<file path="src/rtl/io_reg_injector.sv">
// Regfile write-port injector: queues external register writes and slips them into
// processor-idle cycles so processor writes are never delayed or lost.
module io_reg_injector #(
    parameter int unsigned DEPTH = 4,
    parameter int unsigned CW    = 3
) (
    input  logic          clock,
    input  logic          reset,
    input  logic          req_valid,
    output logic          req_ready,
    input  logic [4:0]    req_reg,
    input  logic [31:0]   req_data,
    input  logic          cpu_we,
    input  logic [4:0]    cpu_rd,
    input  logic [31:0]   cpu_data,
    output logic          rf_we,
    output logic [4:0]    rf_rd,
    output logic [31:0]   rf_data,
    output logic          inj_active,
    output logic          dropped,
    output logic [CW-1:0] count
);

    localparam int unsigned PW = (DEPTH > 1) ? $clog2(DEPTH) : 1;

    logic [4:0]    r_reg  [DEPTH];
    logic [31:0]   r_data [DEPTH];
    logic [PW-1:0] r_rptr;
    logic [PW-1:0] r_wptr;
    logic [CW-1:0] r_count;
    logic          r_reset_done;
    logic          r_dropped;

    logic          w_pop;
    logic          w_accept;
    logic          w_drop;
    logic          w_match;
    logic          w_alloc;
    logic          w_coalesce;
    logic [PW-1:0] w_match_idx;
    logic [PW-1:0] w_idx;
    logic [PW-1:0] w_off;

    assign req_ready  = (r_count < CW'(DEPTH)) && r_reset_done;
    // Injection is suppressed while reset is held so a queue being flushed never leaks a write.
    assign w_pop      = reset && !cpu_we && (r_count != '0);
    assign w_accept   = req_valid && req_ready;
    assign w_drop     = w_accept && (req_reg == 5'd0);
    assign w_coalesce = w_accept && !w_drop && w_match;
    assign w_alloc    = w_accept && !w_drop && !w_match;

    // The head leaving this edge is not a coalesce target; the request gets a fresh tail slot.
    always_comb begin
        w_match     = 1'b0;
        w_match_idx = '0;
        w_idx       = '0;
        w_off       = '0;
        for (int i = 0; i < DEPTH; i++) begin
            w_idx = PW'(i);
            w_off = w_idx - r_rptr;
            if ((CW'(w_off) < r_count) && (r_reg[w_idx] == req_reg)
                && !(w_pop && (w_idx == r_rptr))) begin
                w_match     = 1'b1;
                w_match_idx = w_idx;
            end
        end
    end

    always_ff @(posedge clock) begin
        if (!reset) begin
            r_rptr       <= '0;
            r_wptr       <= '0;
            r_count      <= '0;
            r_reset_done <= 1'b0;
            r_dropped    <= 1'b0;
        end else begin
            r_reset_done <= 1'b1;
            r_dropped    <= w_drop;
            if (w_pop) begin
                r_rptr <= r_rptr + PW'(1);
            end
            if (w_alloc) begin
                r_wptr <= r_wptr + PW'(1);
            end
            case ({w_alloc, w_pop})
                2'b10:   r_count <= r_count + CW'(1);
                2'b01:   r_count <= r_count - CW'(1);
                default: r_count <= r_count;
            endcase
        end
    end

    always_ff @(posedge clock) begin
        if (w_alloc) begin
            r_reg[r_wptr]  <= req_reg;
            r_data[r_wptr] <= req_data;
        end else if (w_coalesce) begin
            r_data[w_match_idx] <= req_data;
        end
    end

    always_comb begin
        rf_we      = 1'b0;
        rf_rd      = 5'd0;
        rf_data    = 32'd0;
        inj_active = 1'b0;
        if (cpu_we) begin
            rf_we   = 1'b1;
            rf_rd   = cpu_rd;
            rf_data = cpu_data;
        end else if (w_pop) begin
            rf_we      = 1'b1;
            rf_rd      = r_reg[r_rptr];
            rf_data    = r_data[r_rptr];
            inj_active = 1'b1;
        end
    end

    assign count   = r_count;
    assign dropped = r_dropped;

endmodule

</file>
<file path="config.mk">
export PLATFORM = sky130hd
export DESIGN_NAME = io_reg_injector
export DESIGN_NICKNAME = d
export VERILOG_FILES = /design/src/rtl/io_reg_injector.sv
export SDC_FILE = /design/constraint.sdc
export NUM_CORES = 1
export LEC_CHECK = 0
export ABC_AREA = 1
export CAP_MARGIN = 30
export CORE_UTILIZATION = 55
export DETAILED_ROUTE_END_ITERATION = 8
export PLACE_DENSITY = 0.82
export SYNTH_ARGS = -nofsm -noshare
export SYNTH_HDL_FRONTEND = slang
export SYNTH_SLANG_ARGS = --single-unit
</file>
<file path="constraint.sdc">
create_clock -name clock -period 6.4 [get_ports clock]
set_input_delay 0.96 -clock clock [delete_from_list [all_inputs] [get_ports clock]]
set_output_delay 0.96 -clock clock [all_outputs]
set_load 0.02 [all_outputs]
</file>
After elaboration in Yosys (flattened, before gate mapping) --
Memories as Yosys holds them, arrays and structs flattened. A register that Yosys moved wholly into a read port is not among the register bits. Index checks and enable logic that the tools add are counted.
Operators by class: add/sub/neg operators 8, multiply operators 0, div/mod/pow operators 0, order comparisons 5, eq/ne operators 9, shift-type cells 0, multiplexer cells 28, bitwise logic cells 0, reduce and logical (&&, ||, !) cells 32
Operators with widths (number):
- 32-bit 2-to-1 mux | 3
- 32-bit OR reduction | 1
- 5-bit == test | 4
- 1-bit logical AND | 20
- 1-bit 2-to-1 mux | 15
- 2-bit 2-to-1 mux | 7
- 2-bit by 3-bit less-than comparator with 1-bit output | 4
- 5-bit 2-to-1 mux | 2
- 1-bit zero test | 7
- 3-bit one-hot mux with 2 select lines | 1
- 5-bit zero test | 1
- 2-bit by 1-bit adder with 2-bit output, second input constant | 2
- 2-bit == test, first input constant | 2
- 1-bit by 2-bit subtractor with 2-bit output, first input constant | 2
- 2-bit subtractor, first input constant | 2
- 3-bit by 1-bit adder with 3-bit output, second input constant | 1
- 3-bit less-than comparator, second input constant | 1
- 3-bit nonzero test | 1
- 3-bit by 1-bit subtractor with 3-bit output, second input constant | 1
- 1-bit by 2-bit == test with 1-bit output, first input constant | 1
- 2-bit by 1-bit == test with 1-bit output, second input constant | 1
- 2-bit == test, second input constant | 1
- 2-bit zero test | 1
- 2-bit nonzero test | 1
Storage, ports and cells: register bits after elaboration 9, bits in latches 0, bits in writable memories 148, memory bits (read-only) 0, output and inout bits 44, memories 2
Memory list:
- r_data | words 4, width 32, read ports 1, clocked after memory_dff 1, write ports 1, RTL line 27 | logic [31:0] r_data [DEPTH];
- r_reg | words 4, width 5, read ports 5, clocked after memory_dff 1, write ports 1, RTL line 26 | logic [4:0] r_reg [DEPTH];

Depth between registers and ports, before layout --
Gate-level depths: netlist of run 1.
depth after elaboration 16, mapped depth 20

Least setup slack after synthesis of run 1 --
No wires, ideal clock.
path kind input port to flip-flop, start point input req_reg[2], end point memory r_data[1][0] (enable), setup time 0.421 ns, data arrival time 3.188 ns, setup slack 2.791 ns, stages 10, path through buf_2 > xnor2_1 > nand3_2 > nor2_2 > nor2_2 > nand2_2 > nand2_1 > nand2_1 > nand2_1 > nor2_1
Between the ends: cells in the longest elaborated chain, start to end 13, elaborated cells between the ends (all ways) 34, classes of those cells 4 x eq/ne; 14 x mux; 16 x reduce/logical
RTL lines:
- start: declaration | RTL line 11 | input logic [4:0] req_reg,
- 5-bit == test | RTL line 61 | if ((CW'(w_off) < r_count) && (r_reg[w_idx] == req_reg)
- 1-bit logical AND | RTL line 61
- 1-bit logical AND | RTL line 62 | && !(w_pop && (w_idx == r_rptr))) begin
- 1-bit 2-to-1 mux (4 in series) | RTL line 61
- 1-bit logical AND / 1-bit zero test (equally long branches) | RTL line 49, 50
- 1-bit 2-to-1 mux / 1-bit logical AND (equally long branches) | RTL line 97, 50
- 1-bit 2-to-1 mux | RTL line 94 | if (w_alloc) begin
- 1-bit 2-to-1 mux (not written as such) | RTL line 98 | r_data[w_match_idx] <= req_data;
- 32-bit OR reduction (no line)
- 2-bit 2-to-1 mux (no line) / 1-bit 2-to-1 mux (equally long branches)
- end: declaration | RTL line 27
Several ways; a longest one is shown, not always the timed one.

Final worst setup path of run 1 --
start point input reset, end point output rf_data[19]
Between the ends: cells in the longest elaborated chain, start to end 4
RTL lines:
- start: declaration | RTL line 8 | input logic reset,
- 1-bit logical AND (2 in series) | RTL line 46 | assign w_pop = reset && !cpu_we && (r_count != '0);
- 32-bit 2-to-1 mux | RTL line 111 | end else if (w_pop) begin
- 32-bit 2-to-1 mux | RTL line 107 | if (cpu_we) begin
- end: declaration | RTL line 18 | output logic [31:0] rf_data,
No other way between the ends.

==> metrics.txt, run 1 <==
Fin Clk Skew ~0.0070 ns; Max Root-Sink Buffers 2; pwr/cell area about 270 nW/um^2; RR Startpoint r_rptr[1]; Clock Latency Late Sink between 0.4 and 0.5 ns; CP required around 5.4 ns; top-area cell type share of the netlist area between 60% and 70%; setup ws final approximately 1.9 ns; RSZ-0062 raised after global routing false; type of the worst setup path in -> out; pin count of the biggest net entering global routing 115; CTS tree done; Port Buf Inserts between 100 and 150; fin cells roughly 970; GRT overflow 0; vias 5,393; Placed Cells ~930; power share of the clock group a little under 40%; most frequent cells in the layout edfxtp_1 (148), nand2_1 (145), clkdlybuf4s50_1 (120); Iter 0 DRT Violations between 500 and 600; Final period util 70.48%; worst reg2reg setup slack between 3 and 4 ns; full die area roughly 14,000 sq um; Final #Nets around 870; Post-CTS Setup Inserts 0; crit-path cells clkdlybuf4s50_1 > inv_2 > nor2_4 > nand2_1 > inv_2 > a32o_1 > clkdlybuf4s50_1; # H-tree levels 4; Post-synth EDFFs about 150; Post-Synth Simple-Gate Area 14.32%; total negative slack 0 ns; Rows between 40 and 50; ANT cells 0; Starting Density a little under three fifths; adder-cell share of the synthesized area about 2.5%; Combinational Power Share 12.7%; core area about 13,000 sq um; Fillers roughly 900; max reg flops 128; Final Wtd Congestion just under 0.9; largest cells by area after synthesis edfxtp_1 (61%), nand2_1 (7.5%), a32o_1 (5.1%), inv_1 (4.0%), a21oi_1 (3.4%); Pleak 3.614 nW; IO Pins around 120; final hold violation count 0; Min-Delay Endpoint r_wptr[0]; startpoint types input pin; Worst path max stage delay around 0.63 ns; max_cap viols 0; hold path cells 2; HP Start r_wptr[0]; Synth Area in Compound Gates 11.94%; worst slack, placed around 1.9 ns; vias in the first global route between 5,000 and 6,000; Register-to-Register Path Depth 20; max-slew violation count 0; sw power ~600 uW; Initial DRT Pass Iterations 5; RR Endpoint count[2]; P_int approximately 1.9 mW; register share of total power ~48%; total design power around 2.5 mW; DRT Wirelength approximately 17,000 um; area grow syn2layout 27.34%; worst slew pin tran ~0.86 ns; dpl hpwl roughly 11,000 um; syn_nets 757; slowest cell on the critical path clkdlybuf4s50_1; routed length per placed instance 17.70 um; remaining antenna violation count 0; Sink Count ~160; initial antenna violation count 0; Peak VDD IR about 0.19 mV; Root Buffer clkbuf_16; Avg Cell Area, Syn ~11 sq um; DR DRC count 0; status finished, final reports clean; Clock Pin Slew Worst Setup and Hold Paths around 0.060 ns; largest area contributor in the netlist edfxtp_1; predominant post-synthesis flop cell edfxtp_1; Hold/Removal Path Class reg -> reg; Mapped Cells ~670; Setup crit end kind output port; main combinational cell family by area after synthesis simple AND/OR/NAND/NOR gates; register bit total from synthesis between 150 and 200; routed vias/inst ~5.6; GRT Total Usage around 27%; share of flip-flops with an asynchronous set or reset 0%; Unique masters post-synth 29; xor-xnor portion of the synthesized cell area less than 1%; Ys Warns 0; share of cells above drive strength 1 slightly below 9%; Final Cell Area 9238 sq um; Cell Area, Synth 7254 sq um; CTS buffer count 17; most common cell after layout, fill and taps aside edfxtp_1; multiplexer share of the synthesized area 0%; CTS Hold Bufs 0; cts repair resizes 0; Final setup viols 0; CP max FO 39; relative slew slack 42.39%; DIE WIDTH 116.8 um; Final Critical Period ~4.5 ns; DP Area 8638 sq um; die height between 100 and 150 um; crit path DAT ~3.6 ns; first-pass GRT wire length between 20,000 and 30,000 um; Seq/Total Area, Yosys between 60% and 70%; Max Freq 221.7 MHz; Net Sw Frac about a quarter
-- worst max path at each step --
| stage | from | to | depth (start not counted) |
|---|---|---|---|
| 2_1_floorplan | req_reg[2] | r_data[1][0] | 10 |
| 3_3_place_gp | reset | rf_data[15] | 7 |
| 3_5_place_dp | reset | rf_data[19] | 7 |
| 4_1_cts | reset | rf_data[19] | 7 |
| 5_1_grt | reset | rf_data[18] | 7 |
| 6_report | reset | rf_data[19] | 7 |
-- synth_stat cells, types with 2 or more instances --
cell type,n
buf_1,3
nand2_1,145
nand2_4,2
nand2_2,5
a21oi_1,50
nor2_1,19
nand3_2,2
o21ai_0,46
inv_1,78
nor2_4,3
edfxtp_1,148
a32o_1,37
nor2_2,7
ha_1,13
clkbuf_1,19
inv_2,8
dfxtp_1,11
buf_2,8
xnor2_1,4
nand3_1,48
-- metal layers --
layer,global-route usage (%),vias up,part of all wire (%)
li1,-,2556,-
met1,33.86,2591,41
met2,44.73,219,50
met3,7.570,27,7.1
met4,11.39,0,2.0
met5,0,-,0
-- kinds of logic after synthesis --
kind of cell | Yosys count
AO/OA/AOI/OAI | 135
XOR/XNOR | 4
adder cells (fa/ha/maj) | 14
buffers and inverters | 119
flip-flops | 159
AND/OR/NAND/NOR | 234
-- power by group through the flow --
stage	logic [mW]	registers [mW]	clock network [mW]
5_1_grt	0.343	1.18	1.04
6_report	0.314	1.18	0.984
3_5_place_dp	0.310	1.20	0
3_3_place_gp	0.298	1.20	0
2_1_floorplan	0.165	1.20	0
4_1_cts	0.312	1.18	0.989
-- critical path, delay by kind of cell --
family                 cells  cell delay, ns
AOI/OAI and AO/OA          1            0.29
buffers and inverters      4            1.97
and+or+nand+nor            2            0.30
-- area by class of cell --
type,count,area (sq um),area share [%]
Timing Repair Buffer,129,1319,14.28
Multi-Input combinational cell,387,2137,23.13
Sequential cell,159,4668,50.54
Inverter,87,326.6,3.535
Clock buffer,18,429.2,4.646
Tap cell,172,215.2,2.330
Clock inverter,14,142.6,1.544
-- per-stage QoR --
| stage | hold slack (ns) | util, % |
|---|---|---|
| 2_1_floorplan | 0.4741 | - |
| 3_3_place_gp | 0.5050 | 67.53 |
| 3_5_place_dp | 0.5087 | 67.90 |
| 4_1_cts | 0.5325 | 72.39 |
| 5_1_grt | 0.5483 | 72.61 |
| 6_report | 0.5311 | 72.61 |
Note: power is estimated with default switching activity, not from simulation.
==> inputs of run 2 (changes only) <==
--- a/config.mk
+++ b/config.mk
@@ -7,9 +7,9 @@
 export LEC_CHECK = 0
 export ABC_AREA = 1
 export CAP_MARGIN = 30
-export CORE_UTILIZATION = 55
+export CORE_UTILIZATION = 53
 export DETAILED_ROUTE_END_ITERATION = 8
-export PLACE_DENSITY = 0.82
+export PLACE_DENSITY = 0.8
 export SYNTH_ARGS = -nofsm -noshare
 export SYNTH_HDL_FRONTEND = slang
 export SYNTH_SLANG_ARGS = --single-unit
==> constraint.sdc (replaced) <==
create_clock -name clock -period 4.2 [get_ports clock]
set_input_delay 0.63 -clock clock [delete_from_list [all_inputs] [get_ports clock]]
set_output_delay 0.63 -clock clock [all_outputs]
set_load 0.02 [all_outputs]
==> run 2 against run 1 <==
Effect of this change: total power rose by 53%; global-route usage fell by 2.6 points; sequential share of layout area shrank 0.11 points; critical path depth increased by 1; final area increased by 0.22%; first-iteration DRC count fell by 14%; clock power up 54%; clock skew about the same; largest cell class unchanged.
==> metrics.txt, run 2 (synthesized netlist as in run 1, its figures left out) <==
power share of the clock group around 40%; max-slew violation count 0; # H-tree levels 4; Final setup viols 0; initial antenna violation count 0; routed vias/inst 5.494; worst slew pin tran 0.7461 ns; dpl hpwl between 10,000 and 15,000 um; routed length per placed instance 17.00 um; relative slew slack approximately half; Rows between 40 and 50; vias between 5,000 and 6,000; ANT cells 0; DP Area between 8000 and 9000 sq um; DR DRC count 0; slowest cell on the critical path clkdlybuf4s50_1; Final Critical Period roughly 3.7 ns; Iter 0 DRT Violations 440; P_int around 2.9 mW; vias in the first global route approximately 5,200; DRT Wirelength between 15,000 and 20,000 um; Combinational Power Share between 10% and 20%; most common cell after layout, fill and taps aside edfxtp_1; IO Pins between 100 and 150; Net Sw Frac between 20% and 30%; most frequent cells in the layout edfxtp_1 (148), nand2_1 (145), clkdlybuf4s50_1 (120); Fin Clk Skew ~0.0070 ns; Sink Count between 150 and 200; pin count of the biggest net entering global routing approximately 120; first-pass GRT wire length about 26,000 um; Peak VDD IR 0.2943 mV; Pleak roughly 3.6 nW; final hold violation count 0; Max Freq 272.5 MHz; RSZ-0062 raised after global routing false; type of the worst setup path in -> out; Max Root-Sink Buffers 2; GRT overflow 0; Setup crit end kind output port; Hold/Removal Path Class reg -> reg; register share of total power between 40% and 50%; CTS buffer count 17; Worst path max stage delay approximately 0.6 ns; die height approximately 120 um; Final #Nets roughly 880; Clock Pin Slew Worst Setup and Hold Paths 0.06 ns; Final Cell Area 9258 sq um; Final Wtd Congestion approximately 0.91; status finished, final reports clean; Register-to-Register Path Depth 20; total negative slack 0 ns; crit-path cells clkdlybuf4s50_1 > inv_2 > nor2_4 > nand2_1 > inv_2 > buf_12 > a32o_1 > clkdlybuf4s50_1; Port Buf Inserts ~120; startpoint types input pin; worst reg2reg setup slack about 1.1 ns; crit path DAT between 3 and 4 ns; full die area between 10,000 and 15,000 sq um; CP max FO 24; Final period util 87.39%; RR Endpoint count[2]; CTS Hold Bufs 0; CP required 3.57 ns; core area about 13,000 sq um; Initial DRT Pass Iterations 5; share of cells above drive strength 1 a little under a tenth; max_cap viols 0; DIE WIDTH 119.0 um; end of the critical path rf_data[3]; pwr/cell area ~410 nW/um^2; Post-CTS Setup Inserts 0; crit path from reset; sw power 925.8 uW; cts repair resizes 0; Starting Density a little over half; area grow syn2layout 27.61%; remaining antenna violation count 0; Clock Latency Late Sink 0.42 ns; RR Startpoint r_rptr[0]; GRT Total Usage about a quarter; Root Buffer clkbuf_16; max reg flops between 100 and 150; CTS tree done
run 2: cell count changes in the layout (fill, tap and decap cells not counted), sizes merged:
cell,previous run,this run
clkbuf,18,17
inv,88,92
clkinv,8,5
buf,9,13
run 2: worst min-delay path by stage:
| stage | start | endpoint | slack (ns) | cells after the start |
|---|---|---|---|---|
| floorplan | r_wptr[0] | r_wptr[0] | 0.47 | 2 |
| global placement | r_wptr[0] | r_wptr[0] | 0.50 | 2 |
| detailed placement | r_wptr[0] | r_wptr[0] | 0.52 | 2 |
| CTS | r_wptr[0] | r_wptr[0] | 0.55 | 2 |
| global route | r_wptr[0] | r_wptr[0] | 0.56 | 2 |
| finish | r_reset_done | dropped | 0.54 | 4 |
run 2: layer usage:
metal  share of wire [%]  wire, um  track usage [%]
met2                  49      8176            40.12
met4                 1.2       200            8.149
met3                 6.7      1105            6.513
met5                   0         0                0
met1                  43      7073            31.60
run 2: cell type report:
| type | instances | area [sq um] |
|---|---|---|
| Sequential cell | 159 | 4668 |
| Clock inverter | 15 | 158.9 |
| Fill cell | 926 | 4038 |
| Tap cell | 176 | 220.2 |
| Timing Repair Buffer | 133 | 1321 |
| Multi-Input combinational cell | 387 | 2137 |
| Inverter | 87 | 326.6 |
| Clock buffer | 17 | 425.4 |
run 2: worst max-delay path: cells and delay by family:
kind	cells	cell delay, ns
and+or+nand+nor	2	0.30
buffers and inverters	5	1.87
AOI/OAI and AO/OA	1	0.20
run 2: stage by stage:
stage	instances	setup WS [ns]	hold WS (ns)	total power, mW	utilization, %
2_1_floorplan	665	0.7521	0.4741	2.080	-
3_3_place_gp	941	0.6471	0.5039	2.289	65.09
3_5_place_dp	941	0.5603	0.5232	2.304	65.09
4_1_cts	973	0.5544	0.5508	3.808	69.48
5_1_grt	974	0.4034	0.5639	3.921	69.63
6_report	974	0.5298	0.5409	3.796	69.63
run 2: power by group through the flow:
stage	sequential (mW)	combinational (mW)	clock (mW)
CTS	1.80	0.480	1.53
finish	1.80	0.482	1.52
floorplan	1.83	0.252	0
global placement	1.83	0.463	0
global route	1.80	0.525	1.60
detailed placement	1.83	0.475	0
